File: src/rtl/decoder_24_seq.sv
// rtl/decoder_24_seq.sv - 2:4 one-hot decoder with code FIFO and programmable hold/gap stretching.
module decoder_24_seq #(
   parameter int HOLD_CYC = 4,
   parameter int GAP_CYC  = 1,
   parameter int DEPTH    = 4
) (
   input  logic                     clk,
   input  logic                     rst_n,
   input  logic                     in_valid,
   output logic                     in_ready,
   input  logic [1:0]               in_code,
   output logic [3:0]               o,
   output logic                     o_valid,
   output logic                     busy,
   output logic [$clog2(DEPTH):0]   fifo_cnt
);

   localparam int           AW      = $clog2(DEPTH);
   localparam logic [7:0]   HOLD_M1 = 8'(HOLD_CYC - 1);
   localparam logic [7:0]   GAP_M1  = (GAP_CYC > 0) ? 8'(GAP_CYC - 1) : 8'd0;
   localparam bit           HAS_GAP = (GAP_CYC > 0);
   localparam logic [AW:0]  FULL    = (AW + 1)'(DEPTH);

   typedef enum logic [1:0] {S_IDLE, S_DRIVE, S_GAP} state_t;

   logic [1:0]    r_mem [DEPTH];
   logic [AW-1:0] r_wr_ptr;
   logic [AW-1:0] r_rd_ptr;
   logic [AW:0]   r_cnt;
   state_t        r_state;
   state_t        w_state_nxt;
   logic [7:0]    r_hcnt;
   logic [7:0]    w_hcnt_nxt;
   logic [7:0]    r_gcnt;
   logic [7:0]    w_gcnt_nxt;
   logic [3:0]    r_o;
   logic [3:0]    w_o_nxt;
   logic          r_o_valid;
   logic          w_push;
   logic          w_pop;
   logic          w_empty;
   logic [3:0]    w_head_dec;

   // No pass-through: a full FIFO refuses input even on a cycle it is popped.
   assign in_ready   = (r_cnt < FULL);
   assign w_push     = in_valid && in_ready;
   assign w_empty    = (r_cnt == '0);
   assign w_head_dec = 4'b0001 << r_mem[r_rd_ptr];

   always_ff @(posedge clk) begin
      if (w_push) begin
         r_mem[r_wr_ptr] <= in_code;
      end
   end

   always_ff @(posedge clk or negedge rst_n) begin
      if (!rst_n) begin
         r_wr_ptr <= '0;
         r_rd_ptr <= '0;
         r_cnt    <= '0;
      end else begin
         if (w_push) r_wr_ptr <= r_wr_ptr + 1'b1;
         if (w_pop)  r_rd_ptr <= r_rd_ptr + 1'b1;
         r_cnt <= r_cnt + {{AW{1'b0}}, w_push} - {{AW{1'b0}}, w_pop};
      end
   end

   always_ff @(posedge clk or negedge rst_n) begin
      if (!rst_n) begin
         r_state   <= S_IDLE;
         r_hcnt    <= '0;
         r_gcnt    <= '0;
         r_o       <= '0;
         r_o_valid <= 1'b0;
      end else begin
         r_state   <= w_state_nxt;
         r_hcnt    <= w_hcnt_nxt;
         r_gcnt    <= w_gcnt_nxt;
         r_o       <= w_o_nxt;
         r_o_valid <= (w_state_nxt == S_DRIVE);
      end
   end

   always_comb begin
      w_state_nxt = r_state;
      w_hcnt_nxt  = r_hcnt;
      w_gcnt_nxt  = r_gcnt;
      w_o_nxt     = r_o;
      w_pop       = 1'b0;
      case (r_state)
         S_IDLE: begin
            w_o_nxt = '0;
            if (!w_empty) begin
               w_pop       = 1'b1;
               w_o_nxt     = w_head_dec;
               w_hcnt_nxt  = HOLD_M1;
               w_state_nxt = S_DRIVE;
            end
         end
         S_DRIVE: begin
            if (r_hcnt != '0) begin
               w_hcnt_nxt = r_hcnt - 8'd1;
            end else if (HAS_GAP) begin
               w_o_nxt     = '0;
               w_gcnt_nxt  = GAP_M1;
               w_state_nxt = S_GAP;
            end else if (!w_empty) begin
               // Zero-gap mode chains codes back to back without leaving DRIVE.
               w_pop      = 1'b1;
               w_o_nxt    = w_head_dec;
               w_hcnt_nxt = HOLD_M1;
            end else begin
               w_o_nxt     = '0;
               w_state_nxt = S_IDLE;
            end
         end
         S_GAP: begin
            w_o_nxt = '0;
            if (r_gcnt != '0) begin
               w_gcnt_nxt = r_gcnt - 8'd1;
            end else if (!w_empty) begin
               w_pop       = 1'b1;
               w_o_nxt     = w_head_dec;
               w_hcnt_nxt  = HOLD_M1;
               w_state_nxt = S_DRIVE;
            end else begin
               w_state_nxt = S_IDLE;
            end
         end
         default: begin
            w_o_nxt     = '0;
            w_state_nxt = S_IDLE;
         end
      endcase
   end

   assign o        = r_o;
   assign o_valid  = r_o_valid;
   assign busy     = (r_state != S_IDLE) || !w_empty;
   assign fifo_cnt = r_cnt;

endmodule

File: config.mk
export PLATFORM = sky130hd
export DESIGN_NAME = decoder_24_seq
export DESIGN_NICKNAME = d
export VERILOG_FILES = /design/src/rtl/decoder_24_seq.sv
export SDC_FILE = /design/constraint.sdc
export NUM_CORES = 1
export LEC_CHECK = 0
export BUFFER_PORTS_ARGS = -buffer_cell sky130_fd_sc_hd__buf_2
export CORE_AREA = 4 4 55 81
export CTS_CLUSTER_DIAMETER = 120
export DETAILED_ROUTE_END_ITERATION = 16
export DIE_AREA = 0 0 59 85
export GPL_TIMING_DRIVEN = 1
export PLACE_DENSITY = 0.85
export SYNTH_ARGS = -nofsm -noshare
export SYNTH_HDL_FRONTEND = slang
export SYNTH_SLANG_ARGS = --single-unit
File: constraint.sdc
create_clock -name clk -period 3.3 [get_ports clk]
set_input_delay 0 -clock clk [delete_from_list [all_inputs] [get_ports clk]]
set_output_delay 0 -clock clk [all_outputs]
set_load 0.03 [all_outputs]
==> results.sh, run 1 <==
export IMPL_grt_overflow=0
export IMPL_finalHoldViolations=0
export IMPL_period_minus_slack_ns=2.90
export IMPL_path_max_fanout=4
export IMPL_final_util=0.654
export IMPL_path_class="flip-flop to flip-flop"
export IMPL_ys_types=57
export IMPL_min_to="r_wr_ptr[0]"
export IMPL_place_gp_congestion=0.867
export IMPL_synth_area_um2=2160
export IMPL_maxSlewHeadroom=0.534
export IMPL_antenna_found_initial=0
export IMPL_grt_pass1_vias=1580
export IMPL_ys_async_sr_fraction=0.789
export IMPL_coreArea_um2=3720
export IMPL_yosys_area_top_type="dfrtp_1"
export IMPL_area_growth_pct=12.3
export IMPL_holdPathStages=3
export IMPL_cap_violations=0
export IMPL_p_comb_frac=0.505
export IMPL_io_buffers=14
export IMPL_detail_route_antenna_nets=0
export IMPL_num_io_pins=15
export IMPL_clk_pin_slew_ns=0.08
export IMPL_p_seq_frac=0.306
export IMPL_fin_skew_ns=0.00619
export IMPL_rsz0062_at_grt="false"
export IMPL_drive_gt1_frac=0.212
export IMPL_die_x_um=59
export IMPL_max_clock_path_buffers=2
export IMPL_arrival_ns=3.12
export IMPL_dieArea_um2=5020
export IMPL_via_count=1592
export IMPL_insertion_delay_ns=0.29
export IMPL_cp_end_kind="flip-flop"
export IMPL_start_util=0.582
export IMPL_hold_class="primary input to flip-flop"
export IMPL_num_antenna_cells=0
export IMPL_report_final_slew_viol_count=0
export IMPL_synth_top_cells_by_area="dfrtp_1 (35%), edfxtp_1 (11%), ha_1 (7.5%)"
export IMPL_syn_nets=214
export IMPL_cts_setup_buffers=0
export IMPL_synth_avg_cell_area_um2=11.1
export IMPL_reg2reg_from="r_gcnt[0]"
export IMPL_final_nets=235
export IMPL_tightestPinTransition_ns=0.699
export IMPL_p_total_uw=2520
export IMPL_grt_use_total=0.192
export IMPL_drc=0
export IMPL_worstSetupStartpointType="flip-flop"
export IMPL_rows=27
export IMPL_yosys_register_bits=38
export IMPL_p_int_uw=1460
export IMPL_fin_tns_setup_ns=0
export IMPL_drt_total_wl_um=4200
export IMPL_hp_start="in_valid"
export IMPL_cts_inserted_buffers=5
export IMPL_synth_enable_flop_cells=8
export IMPL_synth_ff_type="dfrtp_1"
export IMPL_cts_sinks=38
export IMPL_layout_common_cells="dfrtp_1 (30), inv_1 (20), buf_2 (14)"
export IMPL_met3_usage=0.0533
export IMPL_outcome="finished, final reports clean"
export IMPL_globalRouteMet2Util=0.299
export IMPL_clock_fmax_mhz=344
export IMPL_grt_most_used_layer="met2"
export IMPL_synth_top_cell_area_share=0.347
export IMPL_reg2reg_to="fifo_cnt[2]"
export IMPL_drtIter0Drc=114
export IMPL_r2r_cells=12
export IMPL_reg2reg_slack_ns=0.40
export IMPL_ys_seq_area_frac=0.458
export IMPL_dr_pass1_iters=6
export IMPL_dpl_hpwl_um=3040
export IMPL_clock_root_buffer="clkbuf_8"
export IMPL_power_leakage_uw=0.00111
export IMPL_fin_crit_sh=0.880
export IMPL_cts_resized=0
export IMPL_netlist_instances=195
export IMPL_netSwitchingFraction=0.421
export IMPL_setup_viol=0
export IMPL_die_y_um=85
export IMPL_via_per_inst=6.12
export IMPL_ys_warn_count=0
export IMPL_power_share_clock=0.189
export IMPL_wire_per_inst_um=16.1
export IMPL_worstPathRequired_ns=3.52
export IMPL_switchingPower_uw=1060
export IMPL_grt_pass1_wl_um=7330
export IMPL_cts_tree="done"
export IMPL_grt_max_degree=31
export IMPL_gr_usage_met1=0.233
export IMPL_layout_commonest_cell="dfrtp_1"
export IMPL_peakVddDrop_mv=0.636
export IMPL_p_per_area_nw_per_um2=1040
export IMPL_htreeDepth=2
==> timing repair <==
item	4_1_cts	5_1_grt
hold endpoints to repair	38	0
hold buffers	3	0
setup endpoints to repair	0	0
==> state kept, by name, summed over array words and instances (netlist names) <==
| register | count |
|---|---|
| r_gcnt | 8 |
| fifo_cnt | 3 |
| r_mem | 8 |
| o | 4 |
| o_valid | 1 |
| r_wr_ptr | 2 |
| r_state | 2 |
| r_rd_ptr | 2 |
| r_hcnt | 8 |
==> kinds of logic after synthesis <==
kind of cell | count (synthesis) | share of synthesized area
AOI/OAI and AO/OA | 45 | 0.171
xor gates and xnor gates | 5 | 0.0202
adders and majority gates | 14 | 0.0844
buffers and inverters | 25 | 0.0532
DFF | 38 | 0.458
muxes | 4 | 0.0301
and+or+nand+nor | 64 | 0.183
==> power by group through the flow <==
stage / registers [uW] / logic (uW) / clock network, uW
floorplan: 808 / 927 / 0
global placement: 773 / 1220 / 0
detailed placement: 779 / 1260 / 0
CTS: 771 / 1270 / 483
global route: 793 / 1410 / 511
finish: 771 / 1270 / 475
==> stage by stage <==
stage               cells  hold slack, ns  setup WS, ns  area, um2
finish                260           0.184         0.395       2430
global route          260           0.187         0.174       2430
CTS                   260           0.178         0.417       2430
detailed placement    249          0.0823         0.450       2260
global placement      249          0.0748         0.607       2260
floorplan             195          -0.296         0.748       2160
==> routing by layer <==
metal	wire (um)	part of all wire
met1	1730	0.41
met5	0	0
met3	147	0.035
met2	2170	0.52
met4	145	0.035
==> worst max-delay path: stages (launching register included) <==
cell and delay, ns:
dfrtp_1 0.41, inv_1 0.13, ha_1 0.18, nor4b_4 0.28
a31oi_1 0.21, nor2_1 0.38, ha_1 0.32, inv_1 0.06
ha_1 0.13, inv_1 0.05, fa_1 0.37, xnor2_1 0.18
xnor2_1 0.14
==> worst max-delay path by stage <==
stage	start	to	slack, ns	cells after the start
floorplan	r_gcnt[0]	fifo_cnt[2]	0.75	12
global placement	r_gcnt[0]	fifo_cnt[2]	0.61	12
detailed placement	r_gcnt[0]	fifo_cnt[2]	0.45	12
CTS	r_gcnt[0]	fifo_cnt[2]	0.42	12
global route	r_gcnt[0]	fifo_cnt[2]	0.17	12
finish	r_gcnt[0]	fifo_cnt[2]	0.40	12
==> Yosys cell counts (all sizes together), types with 3 or more instances <==
cell type	number
a22o	3
ha	13
dfrtp	30
nand3b	6
o31ai	3
a211o	4
nand2	10
nor2	8
o22a	3
or3	5
inv	20
a21oi	4
nor3	10
a31oi	5
clkbuf	4
nand3	4
a32o	3
o21ai	8
xnor2	3
edfxtp	8
and2	6
==> cell type report <==
type	count	area [um2]
fillers	288	1290
multi-input cells	132	1060
flip-flops and latches	38	991
repair buffers	19	115
inverters	20	75.1
clock buffers	5	68.8
clock inverters	3	68.8
well taps	43	53.8
Power figures use the tool's default switching activity.
==> run 2: changes to the inputs <==
- ABC_AREA: unset -> 0
- CORE_AREA: 4 4 55 81 -> 4 4 57 85
- DIE_AREA: 0 0 59 85 -> 0 0 61 89
- HOLD_SLACK_MARGIN: unset -> 0.02
- PLACE_DENSITY: 0.85 -> 0.82
- clock period: 3.3 -> 2.65 ns (I/O delays scaled with it)
==> run 2 against run 1 <==
- utilization fell by 5.6 points
- critical path depth did not move
- first-iteration DRC count rose by 7.0%
- clock skew fell by 0.0012 ns
- clock-buffer cell count rose by 2
- via count rose by 0.13%
- register-to-register slack got worse by 0.24 ns
- fmax rose by 17%
- critical endpoint unchanged
==> results.sh, run 2 (synthesized netlist as in run 1, its figures left out) <==
export IMPL_die_y_um=89
export IMPL_num_antenna_cells=0
export IMPL_via_count=1594
export IMPL_maxSlewHeadroom=0.532
export IMPL_grt_use_total=0.183
export IMPL_fin_skew_ns=0.00503
export IMPL_cp_slowest_cell="dfrtp_1"
export IMPL_drive_gt1_frac=0.241
export IMPL_insertion_delay_ns=0.29
export IMPL_dpl_hpwl_um=3020
export IMPL_fin_tns_setup_ns=0
export IMPL_path_max_fanout=4
export IMPL_grt_overflow=0
export IMPL_clock_root_buffer="clkbuf_8"
export IMPL_period_minus_slack_ns=2.49
export IMPL_reg2reg_to="fifo_cnt[2]"
export IMPL_drc=0
export IMPL_worstPathRequired_ns=2.83
export IMPL_antenna_found_initial=0
export IMPL_crit_chain="inv_1 > ha_1 > nor4b_4 > a31oi_1 > nor2_1 > ha_1 > inv_1 > ha_1 > inv_1 > fa_1 > xnor2_2 > xnor2_1"
export IMPL_clock_fmax_mhz=402
export IMPL_arrival_ns=2.67
export IMPL_htreeDepth=2
export IMPL_report_final_slew_viol_count=0
export IMPL_layout_common_cells="dfrtp_1 (30), inv_1 (19), buf_2 (14)"
export IMPL_grt_max_degree=31
export IMPL_nFillCells=343
export IMPL_place_gp_congestion=0.893
export IMPL_rows=29
export IMPL_drt_total_wl_um=4290
export IMPL_max_clock_path_buffers=2
export IMPL_setup_viol=0
export IMPL_area_growth_pct=14.3
export IMPL_io_buffers=14
export IMPL_cts_tree="done"
export IMPL_rsz0062_at_grt="false"
export IMPL_coreArea_um2=4140
export IMPL_fin_crit_sh=0.940
export IMPL_tightestPinTransition_ns=0.702
export IMPL_detail_route_antenna_nets=0
export IMPL_hold_class="primary input to flip-flop"
export IMPL_wire_per_inst_um=15.9
export IMPL_finalHoldViolations=0
export IMPL_p_per_area_nw_per_um2=1270
export IMPL_cap_violations=0
export IMPL_multi_input_area_um2=1060
export IMPL_r2r_cells=12
export IMPL_start_util=0.523
export IMPL_layout_commonest_cell="dfrtp_1"
export IMPL_grt_pass1_wl_um=7310
export IMPL_drtIter0Drc=122
export IMPL_grt_pass1_vias=1599
export IMPL_cts_inserted_buffers=5
export IMPL_die_x_um=61
export IMPL_peakVddDrop_mv=0.885
export IMPL_holdPathStages=4
export IMPL_cp_end_kind="flip-flop"
export IMPL_clk_pin_slew_ns=0.07
export IMPL_reg_largest_list="r_gcnt: 8 flops, r_hcnt: 8 flops, r_mem: 8 flops"
export IMPL_final_nets=242
export IMPL_min_to="r_wr_ptr[0]"
export IMPL_hp_start="in_valid"
export IMPL_critPathMaxStageDelay_ns=0.41
export IMPL_cts_sinks=38
export IMPL_reg2reg_from="r_gcnt[1]"
export IMPL_via_per_inst=5.90
export IMPL_dr_pass1_iters=4
export IMPL_outcome="finished, final reports clean"
export IMPL_dieArea_um2=5430
export IMPL_worstSetupStartpointType="flip-flop"
export IMPL_reg2reg_slack_ns=0.16
export IMPL_whs_ns=0.140
export IMPL_regArea_um2=991
export IMPL_num_io_pins=15
export IMPL_path_class="flip-flop to flip-flop"
export IMPL_power_leakage_uw=0.00114
[run 2: cell types whose count changed in the layout (fill, tap and decap cells not counted), sizes merged]
cell	delta
buf	+7
clkbuf	+2
bufinv	-1
clkinv	-1
[run 2: how the worst max path moves through the flow]
stage | startpoint | depth (start not counted) | slack [ns] | end
5_1_grt | r_gcnt[1] | 12 | 0.01 | fifo_cnt[2]
3_5_place_dp | r_gcnt[0] | 12 | 0.17 | fifo_cnt[2]
2_1_floorplan | r_gcnt[0] | 12 | 0.1 | fifo_cnt[2]
3_3_place_gp | r_gcnt[0] | 12 | 0.27 | fifo_cnt[2]
4_1_cts | r_gcnt[0] | 12 | 0.16 | fifo_cnt[2]
6_report | r_gcnt[1] | 12 | 0.16 | fifo_cnt[2]
[run 2: repair_timing]
action / in CTS / in global routing
setup endpoints to repair: 0 / 1
hold buffers: 3 / 0
gates resized for setup: 0 / 2
buffers inserted: 0 / 1
hold endpoints to repair: 38 / 0
[run 2: critical path, delay by kind of cell (launching register included)]
kind,cells,cell delay [ns]
AOI/OAI and AO/OA,1,0.15
xor gates and xnor gates,2,0.29
adders and majority gates,4,0.95
buffers and inverters,3,0.22
DFF,1,0.41
and+or+nand+nor,2,0.37
[run 2: final cells by class]
type | instances | share of cell area
well taps | 46 | 0.0233
inverters | 20 | 0.0304
repair buffers | 26 | 0.0678
clock buffers | 7 | 0.0349
multi-input cells | 132 | 0.431
clock inverters | 1 | 0.0121
flip-flops and latches | 38 | 0.401
[run 2: metal layers]
layer / share of wire / global-route usage
met5: 0 / 0
met4: 0.027 / 0.103
met3: 0.047 / 0.0520
met2: 0.51 / 0.300
met1: 0.41 / 0.211
[run 2: where the power goes]
part	total, uW	internal [uW]	switching [uW]
Clock	508	307	201
Sequential	963	782	181
Combinational	1670	743	929
Total	3140	1830	1310
[run 2: stage by stage]
step | area (um2) | setup slack, ns | cells | utilization | total power (uW)
after CTS | 2460 | 0.157 | 269 | 0.594 | 3120
after detailed placement | 2310 | 0.169 | 258 | 0.559 | 2590
after global routing | 2470 | 0.0114 | 270 | 0.598 | 3410
final | 2470 | 0.160 | 270 | 0.598 | 3140
after floorplan | 2160 | 0.0977 | 195 | - | 2160
after global placement | 2310 | 0.271 | 258 | 0.559 | 2540
==> run 3: changes to the inputs <==
- CORE_AREA: 4 4 57 85 -> 2 2 62 93
- DIE_AREA: 0 0 61 89 -> 0 0 64 95
- PLACE_DENSITY: 0.82 -> 0.69
- SLEW_MARGIN: unset -> 0
==> run 3 against run 2 <==
- via count hardly changed
- power is 0.80% lower
- critical endpoint unchanged
- final cell count increased by 9.6%
==> results.sh, run 3 (synthesized netlist as in run 1, its figures left out) <==
export IMPL_cts_sinks=38
export IMPL_num_antenna_cells=0
export IMPL_cp_startpoint="r_gcnt[0]"
export IMPL_wire_per_inst_um=15.2
export IMPL_power_share_clock=0.138
export IMPL_die_x_um=64
export IMPL_dpl_cell_count=282
export IMPL_r2r_cells=12
export IMPL_outcome="finished, final reports clean"
export IMPL_worstPathRequired_ns=2.83
export IMPL_switchingPower_uw=1360
export IMPL_grt_pass1_wl_um=7510
export IMPL_rows=33
export IMPL_max_clock_path_buffers=2
export IMPL_coreArea_um2=5330
export IMPL_start_util=0.406
export IMPL_grt_use_total=0.162
export IMPL_fin_crit_sh=0.928
export IMPL_peakVddDrop_mv=0.415
export IMPL_dpl_hpwl_um=3180
export IMPL_grt_overflow=0
export IMPL_worstSetupStartpointType="flip-flop"
export IMPL_globalRouteMet2Util=0.298
export IMPL_via_per_inst=5.38
export IMPL_pre_cts_ws_ns=0.123
export IMPL_endpoint="fifo_cnt[2]"
export IMPL_fin_ws_ns=0.190
export IMPL_grt_pass1_vias=1612
export IMPL_layout_common_cells="dfrtp_1 (30), inv_1 (19), buf_2 (14)"
export IMPL_setup_viol=0
export IMPL_power_leakage_uw=0.00114
export IMPL_reg_largest_list="r_gcnt: 8 flops, r_hcnt: 8 flops, r_mem: 8 flops"
export IMPL_reg2reg_from="r_gcnt[0]"
export IMPL_path_max_fanout=4
export IMPL_layout_commonest_cell="dfrtp_1"
export IMPL_period_minus_slack_ns=2.46
export IMPL_io_buffers=14
export IMPL_tightestPinTransition_ns=0.716
export IMPL_detail_route_antenna_nets=0
export IMPL_via_count=1593
export IMPL_drive_gt1_frac=0.265
export IMPL_grt_max_degree=31
export IMPL_reg2reg_slack_ns=0.19
export IMPL_report_final_slew_viol_count=0
export IMPL_regArea_um2=991
export IMPL_clk_pin_slew_ns=0.08
export IMPL_fin_cells=296
export IMPL_cp_end_kind="flip-flop"
export IMPL_netSwitchingFraction=0.435
export IMPL_cap_violations=0
export IMPL_multi_input_area_um2=1080
export IMPL_hold_class="primary input to flip-flop"
export IMPL_antenna_found_initial=0
export IMPL_die_y_um=95
export IMPL_place_gp_congestion=0.809
export IMPL_fin_skew_ns=0.00543
export IMPL_final_nets=244
export IMPL_path_class="flip-flop to flip-flop"
export IMPL_area_growth_pct=15.9
export IMPL_nFillCells=497
export IMPL_fin_tns_setup_ns=0
export IMPL_clock_fmax_mhz=406
export IMPL_dieArea_um2=6080
export IMPL_cts_inserted_buffers=5
export IMPL_drtIter0Drc=90
export IMPL_p_int_uw=1760
export IMPL_reg2reg_to="fifo_cnt[2]"
export IMPL_finalHoldViolations=0
export IMPL_num_io_pins=15
export IMPL_met3_usage=0.0262
export IMPL_maxSlewHeadroom=0.523
export IMPL_p_comb_frac=0.554
export IMPL_clock_root_buffer="clkbuf_8"
export IMPL_arrival_ns=2.64
export IMPL_drt_total_wl_um=4500
export IMPL_cts_tree="done"
export IMPL_gr_usage_met1=0.178
export IMPL_final_util=0.471
export IMPL_rsz0062_at_grt="false"
export IMPL_p_seq_frac=0.308
export IMPL_insertion_delay_ns=0.30
export IMPL_dr_pass1_iters=4
export IMPL_drc=0
export IMPL_p_per_area_nw_per_um2=1240
export IMPL_grt_most_used_layer="met2"
export IMPL_htreeDepth=2
## run 3: area by class of cell
class,count,share of cell area
clock inverters,2,0.00499
well taps,70,0.0349
clock buffers,6,0.0329
inverters,20,0.0299
flip-flops and latches,38,0.395
multi-input cells,132,0.429
repair buffers,28,0.0729
## run 3: how the worst min path moves through the flow
stage                     startpoint     endpoint  slack [ns]  cells past startpoint
after global routing        in_valid  r_wr_ptr[0]        0.17                      4
after detailed placement       rst_n    r_gcnt[5]        0.10                      1
final                       in_valid  r_wr_ptr[0]        0.14                      4
after CTS                   in_valid  r_wr_ptr[0]        0.14                      4
after floorplan                rst_n  fifo_cnt[0]       -0.30                      0
after global placement         rst_n    r_hcnt[5]         0.1                      1
## run 3: stage by stage
| stage | cell area, um2 | hold slack, ns | total power (uW) |
|---|---|---|---|
| floorplan | 2160 | -0.296 | 2160 |
| global placement | 2340 | 0.0967 | 2570 |
| detailed placement | 2340 | 0.103 | 2620 |
| CTS | 2470 | 0.137 | 3070 |
| global route | 2510 | 0.169 | 3370 |
| finish | 2510 | 0.139 | 3120 |
## run 3: critical path: stages (launching register included)
cell,delay [ns]
dfrtp_1,0.41
inv_2,0.09
ha_1,0.18
nor4b_4,0.25
a31oi_2,0.16
nor2_2,0.16
ha_1,0.24
inv_1,0.06
ha_1,0.13
inv_1,0.05
fa_2,0.35
xnor2_2,0.15
xnor2_1,0.12
## run 3: routing by layer
metal  wire (um)  share of wire  up-vias
met3         117          0.026        6
met4          95          0.021        0
met2        2430           0.54       28
met1        1860           0.41      780
li1            -              -      779
met5           0              0        -
## run 3: repair_timing
| item | 4_1_cts | 5_1_grt |
|---|---|---|
| endpoints found under the setup margin | 0 | 1 |
| hold buffers | 3 | 0 |
| setup buffers | 0 | 3 |
| hold endpoints to repair | 38 | 0 |
| gates resized for setup | 0 | 5 |
## run 3: power groups by stage
stage                     Combinational [uW]  Clock (uW)  Sequential (uW)
after global placement                  1610           0              962
after floorplan                         1150           0             1010
after detailed placement                1650           0              971
final                                   1730         430              961
after CTS                               1670         446              959
after global routing                    1920         463              987
